File: src/rtl/rle_pkg.sv
// Shared definitions for the run-length image path (encoder and decoder sides).
package rle_pkg;
  localparam int DEFAULT_PIX_W = 8;
  localparam int DEFAULT_RUN_W = 6;
  localparam int DEFAULT_IDX_W = 6;
  localparam int BLOCK_PIXELS  = 2 ** DEFAULT_IDX_W;

  typedef enum logic {
    IDLE,
    EMIT
  } state_t;
endpackage

File: src/rtl/rle_run_counter.sv
// Loadable down-counter holding the number of beats remaining in the current run.
module rle_run_counter #(
  parameter int W = 6
) (
  input  logic         clk,
  input  logic         rst,
  input  logic         load,
  input  logic [W-1:0] load_value,
  input  logic         dec,
  output logic         zero
);
  logic [W-1:0] count_reg;

  // A load takes priority so a reload on the final beat never loses the new run.
  always_ff @(posedge clk) begin
    if (rst) begin
      count_reg <= '0;
    end else if (load) begin
      count_reg <= load_value;
    end else if (dec && (count_reg != '0)) begin
      count_reg <= count_reg - W'(1);
    end
  end

  assign zero = (count_reg == '0);
endmodule

File: src/rtl/rle_block_decoder.sv
// Expands (symbol, run) pairs into an indexed pixel stream.
// Define ERR_CHECK_EN to truncate runs at the block end and flag overruns on err.
module rle_block_decoder
  import rle_pkg::*;
#(
  parameter int PIX_W = DEFAULT_PIX_W,
  parameter int RUN_W = DEFAULT_RUN_W,
  parameter int IDX_W = DEFAULT_IDX_W
) (
  input  logic             clk,
  input  logic             rst,
  input  logic             in_valid,
  output logic             in_ready,
  input  logic [PIX_W-1:0] in_symbol,
  input  logic [RUN_W-1:0] in_run,
  output logic             out_valid,
  input  logic             out_ready,
  output logic [PIX_W-1:0] out_pixel,
  output logic [IDX_W-1:0] out_idx,
  output logic             block_done,
  output logic             err
);
  state_t           state_reg;
  logic             rem_zero;
  logic             beat;
  logic             last_beat;
  logic             accept;
  logic [RUN_W-1:0] load_value;

  assign beat       = out_valid && out_ready;
  assign last_beat  = beat && rem_zero;
  assign in_ready   = (state_reg == IDLE) || ((state_reg == EMIT) && rem_zero && out_ready);
  assign accept     = in_valid && in_ready;
  assign block_done = out_valid && (&out_idx);

`ifdef ERR_CHECK_EN
  localparam int BLOCK_SIZE = 2 ** IDX_W;
  localparam int SUM_W      = ((IDX_W > RUN_W) ? IDX_W : RUN_W) + 1;

  logic [IDX_W-1:0] start_idx;
  logic             overrun;

  // A reload on the last beat starts one position past the beat being emitted.
  assign start_idx  = (state_reg == EMIT) ? (out_idx + IDX_W'(1)) : out_idx;
  assign overrun    = (SUM_W'(start_idx) + SUM_W'(in_run)) >= SUM_W'(BLOCK_SIZE);
  // Remaining-minus-one up to the block end is simply the complement of the start index.
  assign load_value = overrun ? RUN_W'(~start_idx) : in_run;

  always_ff @(posedge clk) begin
    if (rst) begin
      err <= 1'b0;
    end else if (accept && overrun) begin
      err <= 1'b1;
    end
  end
`else
  assign load_value = in_run;
  assign err        = 1'b0;
`endif

  rle_run_counter #(
    .W(RUN_W)
  ) u_run_counter (
    .clk       (clk),
    .rst       (rst),
    .load      (accept),
    .load_value(load_value),
    .dec       (beat),
    .zero      (rem_zero)
  );

  always_ff @(posedge clk) begin
    if (rst) begin
      state_reg <= IDLE;
      out_valid <= 1'b0;
      out_pixel <= '0;
      out_idx   <= '0;
    end else begin
      if (beat) begin
        out_idx <= out_idx + IDX_W'(1);
      end
      if (accept) begin
        out_pixel <= in_symbol;
      end
      case (state_reg)
        IDLE: begin
          if (accept) begin
            state_reg <= EMIT;
            out_valid <= 1'b1;
          end
        end
        EMIT: begin
          if (last_beat && !accept) begin
            state_reg <= IDLE;
            out_valid <= 1'b0;
          end
        end
        default: begin
          state_reg <= IDLE;
          out_valid <= 1'b0;
        end
      endcase
    end
  end
endmodule

File: config.mk
export PLATFORM = sky130hd
export DESIGN_NAME = rle_block_decoder
export DESIGN_NICKNAME = d
export VERILOG_FILES = /design/src/rtl/rle_pkg.sv /design/src/rtl/rle_run_counter.sv /design/src/rtl/rle_block_decoder.sv
export SDC_FILE = /design/constraint.sdc
export NUM_CORES = 1
export LEC_CHECK = 0
export CAP_MARGIN = 10
export CORE_ASPECT_RATIO = 0.6
export CORE_MARGIN = 1
export CORE_UTILIZATION = 35
export CTS_BUF_LIST = sky130_fd_sc_hd__clkbuf_16
export CTS_CLUSTER_SIZE = 14
export DETAILED_ROUTE_END_ITERATION = 8
export HOLD_SLACK_MARGIN = 0.1
export PLACE_DENSITY = 0.69
export SYNTH_ARGS = -nofsm -noshare
export SYNTH_HDL_FRONTEND = slang
export SYNTH_SLANG_ARGS = --single-unit
File: constraint.sdc
create_clock -name clk -period 4.3 [get_ports clk]
set_input_delay 0.86 -clock clk [delete_from_list [all_inputs] [get_ports clk]]
set_output_delay 0.86 -clock clk [all_outputs]
set_load 0.01 [all_outputs]
After elaboration in Yosys (flattened, before gate mapping)
Cells that the tools add are included.
Widths: inputs -> output; s select.
{ "totals": {"output_inout_bits": 18, "wordCells": 33, "regBits": 22} }
{ "op_classes": {"n_eq_ne": 2, "add_sub_neg": 2, "n_mux": 8, "n_reduce_logical": 15, "n_bitwise": 1} }
{ "op_table": {"columns": ["operator", "count"], "rows": [
  ["$mux 6", 2],
  ["$logic_and 1x1->1", 8],
  ["$add 6x1->6 const B", 1],
  ["$logic_not 6->1", 1],
  ["$reduce_and 6->1", 1],
  ["$reduce_bool 6->1", 1],
  ["$sub 6x1->6 const B", 1],
  ["$mux 1", 4],
  ["$pmux 1 s2", 2],
  ["$ne 2x1->1 const B", 1],
  ["$ne 2x2->1 const B", 1],
  ["$reduce_and 2->1", 1],
  ["$reduce_bool 2->1", 1],
  ["$logic_not 1->1", 1],
  ["$logic_or 1x1->1", 1],
  ["$not 1->1", 1]
]} }

Longest topological paths before layout
Gate-level depths: netlist of run 1.
{ "depth": {"ltp_word": 9, "depth_mapped": 7, "ltp_nobuf": 6} }

Cells and area by module
A second synthesis of run 1 with hierarchy kept.
{ "unflattened": {"hier_cells": 125, "hier_area_um2": 1108.6} }
{ "modules_own_cells": {"columns": ["mod", "area_per_inst_um2", "instances", "cells_each"], "rows": [
  ["rle_block_decoder", 737.0, 1, 83],
  ["rle_run_counter", 371.6, 1, 42]
]} }

Worst setup path after synthesis of run 1
Ideal clock, no wire load.
{ "synth_path": {"path_kind": "input to output", "startpoint": "in out_ready", "endpoint": "out in_ready", "path_buffers": 1, "required_time_ns": 3.440, "arrival_ns": 1.311, "slack_ns": 2.129, "path_stages": 3, "path_cell_list": "clkbuf_1 > nand3_1 > nand2_1"} }
{ "synth_via": {"elab_chain_cells": 2} }
{ "synth_rtl": {"columns": ["element", "line", "source"], "rows": [
  ["start: declaration", "rle_block_decoder.sv:17", "input logic out_ready,"],
  ["$logic_and 1x1->1", "rle_block_decoder.sv:32", "assign in_ready = (state_reg == IDLE) || ((state_reg == EMIT) && rem_zero && out_ready);"],
  ["$logic_or 1x1->1", "rle_block_decoder.sv:32", null],
  ["end: declaration", "rle_block_decoder.sv:13", "output logic in_ready,"]
]} }
No other way between the ends.

Final worst setup path of run 1
Same ends and word-level chain as after synthesis.

==> results of run 1 <==
-- per-layer routing --
layer,vias to the layer above,global-route usage
met5,-,0
met3,3,0.0752
li1,493,-
met4,0,0.0235
met1,433,0.228
met2,39,0.237
-- worst max path at each step --
stage / to / cells past startpoint / slack [ns]
6_report: in_ready / 4 / 1.19
4_1_cts: in_ready / 4 / 1.19
2_1_floorplan: in_ready / 3 / 2.13
3_5_place_dp: in_ready / 4 / 1.19
5_1_grt: in_ready / 4 / 1.13
3_3_place_gp: in_ready / 4 / 1.23
-- synthesized netlist by cell type (2+ instances only) --
| cell | count |
|---|---|
| dfxtp_1 | 22 |
| nand2_1 | 22 |
| a21oi_1 | 12 |
| nor2_1 | 12 |
| nand3_1 | 8 |
| clkbuf_1 | 4 |
| inv_1 | 4 |
| nor3_1 | 4 |
| xnor2_1 | 3 |
| a311oi_1 | 2 |
| buf_6 | 2 |
| ha_1 | 2 |
| nand4_1 | 2 |
| o21ai_0 | 2 |
| xor2_1 | 2 |
-- cell families after synthesis --
kind of cell | Yosys count | synth area share
compound gates | 28 | 0.194
simple gates | 54 | 0.248
flops | 22 | 0.425
fa+ha+maj | 2 | 0.0242
buf+inv | 12 | 0.0628
xor+xnor | 5 | 0.0423
other cells | 1 | 0.00362
-- area by class of cell --
type | count | share of cell area
tap | 40 | 0.0344
timing repair buffer | 34 | 0.234
clock inverter | 1 | 0.00258
clock buffer | 3 | 0.0516
inverter | 4 | 0.0103
sequential | 22 | 0.303
multi-input combinational | 90 | 0.365
-- where the power goes --
part           leakage [nW]  total [W]  switching (W)  internal [W]
logic                 0.298  0.0000997      0.0000483     0.0000514
clock network        0.0385   0.000195      0.0000714      0.000124
registers             0.181   0.000235      0.0000169      0.000218
-- stage by stage --
step                setup slack (ns)  total power, W  area (um2)  cells
detailed placement              1.19        0.000339        1380    190
global placement                1.23        0.000336        1380    190
finish                          1.19        0.000530        1460    194
floorplan                       2.13        0.000299        1040    124
global route                    1.13        0.000560        1460    194
CTS                             1.19        0.000538        1460    194
-- worst reg2reg max path, stage by stage (launching register included) --
cell	delay [ns]
dfxtp_1	0.40
inv_1	0.06
ha_1	0.30
a41oi_2	0.64
o211ai_1	0.18
o211a_1	0.18
==> run_results.csv, run 1 <==
group,metric,value,unit
run_status,run_status,"finished, final reports clean",
drt,dr.first_iter.drc_count,50,
drt,first_pass_iters,4,
synth,netlist_area,1040,um2
hold_path,min_from,"out_pixel[7]",
setup_path,cp_max_fo,8,
cts,postCtsResizedCells,0,
synth,synth_seq_area_share,0.425,
layout,syn_to_final_growth,40.5,%
hold_path,hold-path-cell-count,2,
setup_path,crit_path_cell_trace,"clkdlybuf4s50_1 > nand3_1 > nand2_1 > clkdlybuf4s50_1",
setup_path,crit_type,"in -> out",
die,die_area,3190,um2
drt,routed-wl-met2,952,um
power_and_ir_drop,leakage,0.518,nW
cts,cts_setup_buffers,0,
power_and_ir_drop,pwr_density_cell,365,nW/um2
drt,top_layer,"met4",
global_route,grt_pass1_wl,3950,um
setup_path,r2r_slack,2.42,ns
flow_run,maxCapViolations,0,
layout,finish.utilization,0.550,
layout,largest_reg_flops,8,
setup_path,cpMaxStageDelayCell,"clkdlybuf4s50_1",
synth,synth_nets,144,
setup_path,r2r_cells,5,
layout,drive_gt1_frac,0.0455,
timing,fin_crit_sh,0.724,
setup_path,rr_startpoint,"u_run_counter.count_reg[0]",
die,fp.dieW,72.2,um
synth,synth.area.top_cells,"dfxtp_1 43%, nand2_1 8.0%, a21oi_1 5.8%, nor2_1 4.3%, nand3_1 3.9%",
timing,finalMaxSlewViolations,0,
setup_path,startpoint,"out_ready",
cts,cts_tree,"yes",
timing,tightest_slew,0.778,ns
timing,rsz0062_at_grt,"false",
cts,cts-buffers-inserted,3,
setup_path,timing.rr.end,"u_run_counter.count_reg[4]",
hold_path,hold_path_class,"reg -> reg",
drt,met3_wirelength,220,um
cts,clock-sinks,22,
timing,slew_headroom,0.480,
hold_path,hold_end,"out_pixel[7]",
die,die_h,44.1,um
drt,via_per_inst,4.99,
synth,netlist-cell-type-count,36,
synth,ys_warn_count,0,
drt,wl_per_cell,12.1,um
cts,clock_path_buffers,2,
global_route,grt_max_degree,22,
layout,regArea,440,um2
layout,multi_input_area,531,um2
die,io_pins,36,
cts,clk_latency,0.25,ns
place,gp_congestion,0.792,
synth,ys_ff_latch,22,
place,hpwl,1720,um
timing,hold-worst-slack,0.453,ns
cts,postCtsHoldBufs,0,
setup_path,slowest_delay,0.63,ns
drt,drc,0,
drt,drtAntennaViolNets,0,
synth,syn_area_per_cell,8.35,um2
drt,wl_met1,1150,um
global_route,track_usage,0.164,
synth,synth_top_area_frac,0.425,
setup_path,worst-endpoint-arrival,2.25,ns
die,start_util,0.392,
drt,vias,968,
drt,wl,2340,um
layout,n_fill_cell,243,
timing,finClkSkew,0.00145,ns
setup_path,cp_data_required_time,3.44,ns
timing,min_period,3.11,ns
setup_path,critPathLaunchType,"input port",
cts,clock-root-buffer,"clkbuf_16",
cts,cts.htree.levels,1,
synth,synthFlopType,"dfxtp_1",
timing,fin_tns_setup,0,ns
timing,finalHoldViolCount,0,
layout,layout_commonest_cell,"clkdlybuf4s50_1",
place,io_buffers,34,
die,core_area,2650,um2
setup_path,cp_common_cell,"clkdlybuf4s50_1",
setup_path,cp-end-kind,"output port",
power_and_ir_drop,vdd_drop_max,0.282,mV
synth,synthArstFlopShare,0,
synth,synth_edf_count,0,
synth,synth_top_area_cell,"dfxtp_1",
global_route,grt-ovfl-total,0,
layout,final_cell_mix,"34 x clkdlybuf4s50_1, 22 x nand2_1, 22 x dfxtp_1, 12 x nor2_1, 12 x a21oi_1",
global_route,first_global_vias,862,
timing,setup_viol,0,
cts,clkTransAtPathRegs,0.06,ns
timing,max_freq,321,MHz
setup_path,critPathTopFamily,"buffers and inverters",
global_route,antenna_found_initial,0,
layout,nets,175,
layout,antenna_cells,0,
synth,synth_cells,124,
setup_path,crit_buf_inv,2,
die,rows,14,
Power figures use the tool's default switching activity.
==> inputs of run 2 (changes only) <==
PLACE_DENSITY = 0.71   (was 0.69)
clock period = 2.6 ns   (was 4.3 ns; I/O delays follow)
==> run_results.csv, run 2 (synthesized netlist as in run 1, its figures left out) <==
group,metric,value,unit
timing,min_period,2.31,ns
drt,vias,1003,
drt,dr.first_iter.drc_count,109,
global_route,grt_max_degree,16,
timing,fin_crit_sh,0.889,
place,hpwl,1860,um
cts,cts-buffers-inserted,3,
place,post-place-ws,0.336,ns
flow_run,maxCapViolations,0,
timing,tightest_slew,0.570,ns
setup_path,critPathLaunchType,"flip-flop",
setup_path,cp_data_required_time,2.08,ns
power_and_ir_drop,vdd_drop_max,0.302,mV
hold_path,hold_path_class,"reg -> reg",
cts,cts_tree,"yes",
power_and_ir_drop,total_power,0.000998,W
run_status,run_status,"finished, final reports clean",
layout,largest_reg_flops,8,
cts,clock_path_buffers,2,
setup_path,rr_startpoint,"u_run_counter.count_reg[0]",
layout,final_cell_mix,"34 x clkdlybuf4s50_1, 22 x nand2_1, 22 x dfxtp_1, 12 x nor2_1, 12 x a21oi_1",
hold_path,hold-path-cell-count,2,
place,gp_congestion,0.784,
global_route,track_usage,0.176,
die,die_h,44.1,um
cts,clkTransAtPathRegs,0.06,ns
layout,layout_commonest_cell,"clkdlybuf4s50_1",
layout,syn_to_final_growth,45.9,%
setup_path,crit_type,"reg -> out",
hold_path,min_from,"out_pixel[7]",
timing,finalMaxSlewViolations,0,
setup_path,r2r_cells,6,
timing,fin_tns_setup,0,ns
drt,drtAntennaViolNets,0,
cts,cts.htree.levels,1,
cts,clk_latency,0.26,ns
drt,via_per_inst,5.07,
drt,wl,2540,um
power_and_ir_drop,pwr_density_cell,661,nW/um2
setup_path,cp_max_fo,8,
cts,clock-sinks,22,
layout,n_fill_cell,235,
timing,finClkSkew,0.00829,ns
layout,drive_gt1_frac,0.0759,
drt,drc,0,
global_route,grt_pass1_wl,4200,um
die,io_pins,36,
global_route,antenna_found_initial,0,
layout,nets,179,
setup_path,cp-end-kind,"output port",
cts,clock-root-buffer,"clkbuf_16",
die,fp.dieW,72.2,um
setup_path,r2r_slack,0.78,ns
timing,finalHoldViolCount,0,
timing,setup_viol,0,
setup_path,worst-endpoint-arrival,1.79,ns
setup_path,startpoint,"u_run_counter.count_reg[0]",
die,die_area,3190,um2
global_route,use_met1,0.208,
global_route,use_met2,0.284,
die,rows,14,
global_route,first_global_vias,941,
cts,postCtsResizedCells,0,
cts,cts_setup_buffers,0,
global_route,use_met3,0.0866,
cts,postCtsHoldBufs,0,
timing,max_freq,433,MHz
drt,first_pass_iters,4,
layout,antenna_cells,0,
global_route,grt-ovfl-total,0,
timing,slew_headroom,0.620,
place,io_buffers,34,
global_route,grt_busiest_layer,"met2",
timing,setup_slack,0.289,ns
drt,wl_per_cell,12.8,um
setup_path,timing.rr.end,"u_run_counter.count_reg[5]",
die,core_area,2650,um2
hold_path,hold_end,"out_pixel[7]",
die,start_util,0.392,
timing,rsz0062_at_grt,"false",
power_and_ir_drop,leakage,0.549,nW
[run 2: cell types whose count changed in the layout (fill, tap and decap cells not counted)]
cell,delta
bufinv_16,+1
clkinv_1,-1
buf_4,+4
[run 2: per-stage QoR]
step | utilization | instance area, um2 | hold WS [ns] | cells
finish | 0.571 | 1510 | 0.452 | 198
global route | 0.571 | 1510 | 0.476 | 198
CTS | 0.571 | 1510 | 0.455 | 198
detailed placement | 0.532 | 1410 | 0.447 | 194
global placement | 0.532 | 1410 | 0.438 | 194
floorplan | - | 1040 | 0.476 | 124
[run 2: power by group]
part           switching (W)  total, W  internal [W]
Combinational      0.0000846  0.000177     0.0000928
Clock               0.000126  0.000432      0.000306
Sequential         0.0000279  0.000389      0.000361
[run 2: worst max-delay path by stage]
stage | end | cells past startpoint | slack [ns]
3_3_place_gp | in_ready | 4 | 0.38
4_1_cts | in_ready | 5 | 0.30
3_5_place_dp | in_ready | 4 | 0.34
5_1_grt | in_ready | 5 | 0.22
6_report | in_ready | 5 | 0.29
2_1_floorplan | u_run_counter.count_reg[5] | 5 | 1.0
[run 2: critical path, cell delays in order, from the launching register on]
cell	delay (ns)
dfxtp_1	0.35
inv_1	0.07
ha_1	0.34
nand3_1	0.15
nand2_1	0.09
clkdlybuf4s50_1	0.53
[run 2: layer usage]
metal | wire length [um] | vias up | part of all wire
met5 | 0 | - | 0
met4 | 14 | 0 | 0.0055
met3 | 206 | 2 | 0.081
met2 | 1120 | 28 | 0.44
met1 | 1200 | 471 | 0.47
li1 | - | 502 | -
[run 2: cell type report]
class	instances	area, um2	area share
repair buffers	38	370	0.245
multi-input cells	90	531	0.351
clock inverters	1	30.0	0.0199
clock buffers	3	75.1	0.0497
flip-flops and latches	22	440	0.291
inverters	4	15.0	0.00993
well taps	40	50.0	0.0331
==> inputs of run 3 (changes only) <==
CAP_MARGIN = 15   (was 10)
CORE_MARGIN = 3   (was 1)
==> run_results.csv, run 3 (synthesized netlist as in run 1, its figures left out) <==
group,metric,value,unit
global_route,grt_max_degree,18,
hold_path,hold_path_class,"reg -> reg",
timing,max_freq,421,MHz
timing,setup_viol,0,
die,die_area,3670,um2
die,io_pins,36,
cts,cts_tree,"yes",
timing,fin_crit_sh,0.913,
cts,clock-sinks,22,
setup_path,critPathLaunchType,"flip-flop",
flow_run,maxCapViolations,0,
drt,vias,1000,
drt,drtAntennaViolNets,0,
cts,postCtsResizedCells,0,
global_route,first_global_vias,918,
drt,first_pass_iters,4,
die,core_area,2660,um2
global_route,grt_pass1_wl,4130,um
timing,finalHoldViolCount,0,
cts,clkTransAtPathRegs,0.05,ns
place,hpwl,1820,um
setup_path,worst-endpoint-arrival,1.85,ns
timing,hold-worst-slack,0.452,ns
power_and_ir_drop,vdd_drop_max,0.307,mV
cts,cts-buffers-inserted,3,
layout,layout_commonest_cell,"clkdlybuf4s50_1",
setup_path,cp-end-kind,"output port",
cts,cts_setup_buffers,0,
power_and_ir_drop,leakage,0.530,nW
place,io_buffers,34,
die,start_util,0.389,
cts,clock-root-buffer,"clkbuf_16",
cts,clock_path_buffers,2,
timing,fin_tns_setup,0,ns
layout,final_cell_mix,"34 x clkdlybuf4s50_1, 22 x nand2_1, 22 x dfxtp_1, 12 x nor2_1, 12 x a21oi_1",
timing,min_period,2.37,ns
die,fp.dieW,76.2,um
timing,finClkSkew,0.00318,ns
power_and_ir_drop,pwr_density_cell,589,nW/um2
die,rows,14,
layout,syn_to_final_growth,42.3,%
cts,cts.htree.levels,1,
layout,nets,178,
timing,finalMaxSlewViolations,0,
global_route,track_usage,0.142,
layout,antenna_cells,0,
drt,dr.first_iter.drc_count,65,
setup_path,cp_data_required_time,2.08,ns
global_route,antenna_found_initial,0,
global_route,grt-ovfl-total,0,
timing,rsz0062_at_grt,"false",
die,die_h,48.1,um
drt,wl_per_cell,12.3,um
layout,drive_gt1_frac,0.0641,
place,gp_congestion,0.924,
setup_path,cp_max_fo,6,
setup_path,r2r_slack,0.94,ns
drt,via_per_inst,5.10,
drt,wl,2400,um
setup_path,crit_type,"reg -> out",
layout,largest_reg_flops,8,
run_status,run_status,"finished, final reports clean",
cts,clk_latency,0.25,ns
cts,postCtsHoldBufs,0,
drt,drc,0,
[run 3: changes by cell type in the layout (fill, tap and decap cells not counted)]
cell       previous run  this run
buf_4                 4         3
bufinv_16             1         0
[run 3: worst paths after layout]
check / startpoint / endpoint / cells after the start
setup reg to reg: u_run_counter.count_reg[0] / u_run_counter.count_reg[5] / 6
setup / recovery: u_run_counter.count_reg[2] / in_ready / 4
hold reg to reg: out_pixel[0] / out_pixel[0] / 2
hold / removal: out_pixel[0] / out_pixel[0] / 2
[run 3: power breakdown]
group | total (W) | internal (W) | switching (W)
combinational | 0.000169 | 0.0000887 | 0.0000801
sequential | 0.000389 | 0.000361 | 0.0000277
clock | 0.000310 | 0.000203 | 0.000108
total | 0.000868 | 0.000653 | 0.000216
[run 3: layout make-up]
type	count	area (um2)
inverter	4	15.0
timing repair buffer	37	363
tap	40	50.0
multi-input combinational	90	531
fill	259	1190
clock buffer	3	75.1
sequential	22	440
[run 3: routing by layer]
| layer | share of wire | vias up | wire length (um) | GRT usage |
|---|---|---|---|---|
| li1 | - | 499 | - | - |
| met4 | 0.0071 | 0 | 17 | 0.0361 |
| met2 | 0.43 | 41 | 1030 | 0.237 |
| met5 | 0 | - | 0 | 0 |
| met3 | 0.095 | 2 | 229 | 0.0646 |
| met1 | 0.47 | 458 | 1130 | 0.175 |
[run 3: through the flow]
stage | area, um2 | power, W | cells | setup WS (ns) | utilization
floorplan | 1040 | 0.000495 | 124 | 0.996 | -
global placement | 1400 | 0.000560 | 193 | 0.378 | 0.525
detailed placement | 1400 | 0.000565 | 193 | 0.364 | 0.525
CTS | 1470 | 0.000879 | 196 | 0.226 | 0.554
global route | 1470 | 0.000914 | 196 | 0.151 | 0.554
finish | 1470 | 0.000868 | 196 | 0.226 | 0.554
[run 3: worst max-delay path, stage by stage, from the launching register on]
cell and delay [ns]:
dfxtp_1 0.38, nor4_4 0.45, nand3_1 0.16, nand2_1 0.09, clkdlybuf4s50_1 0.53
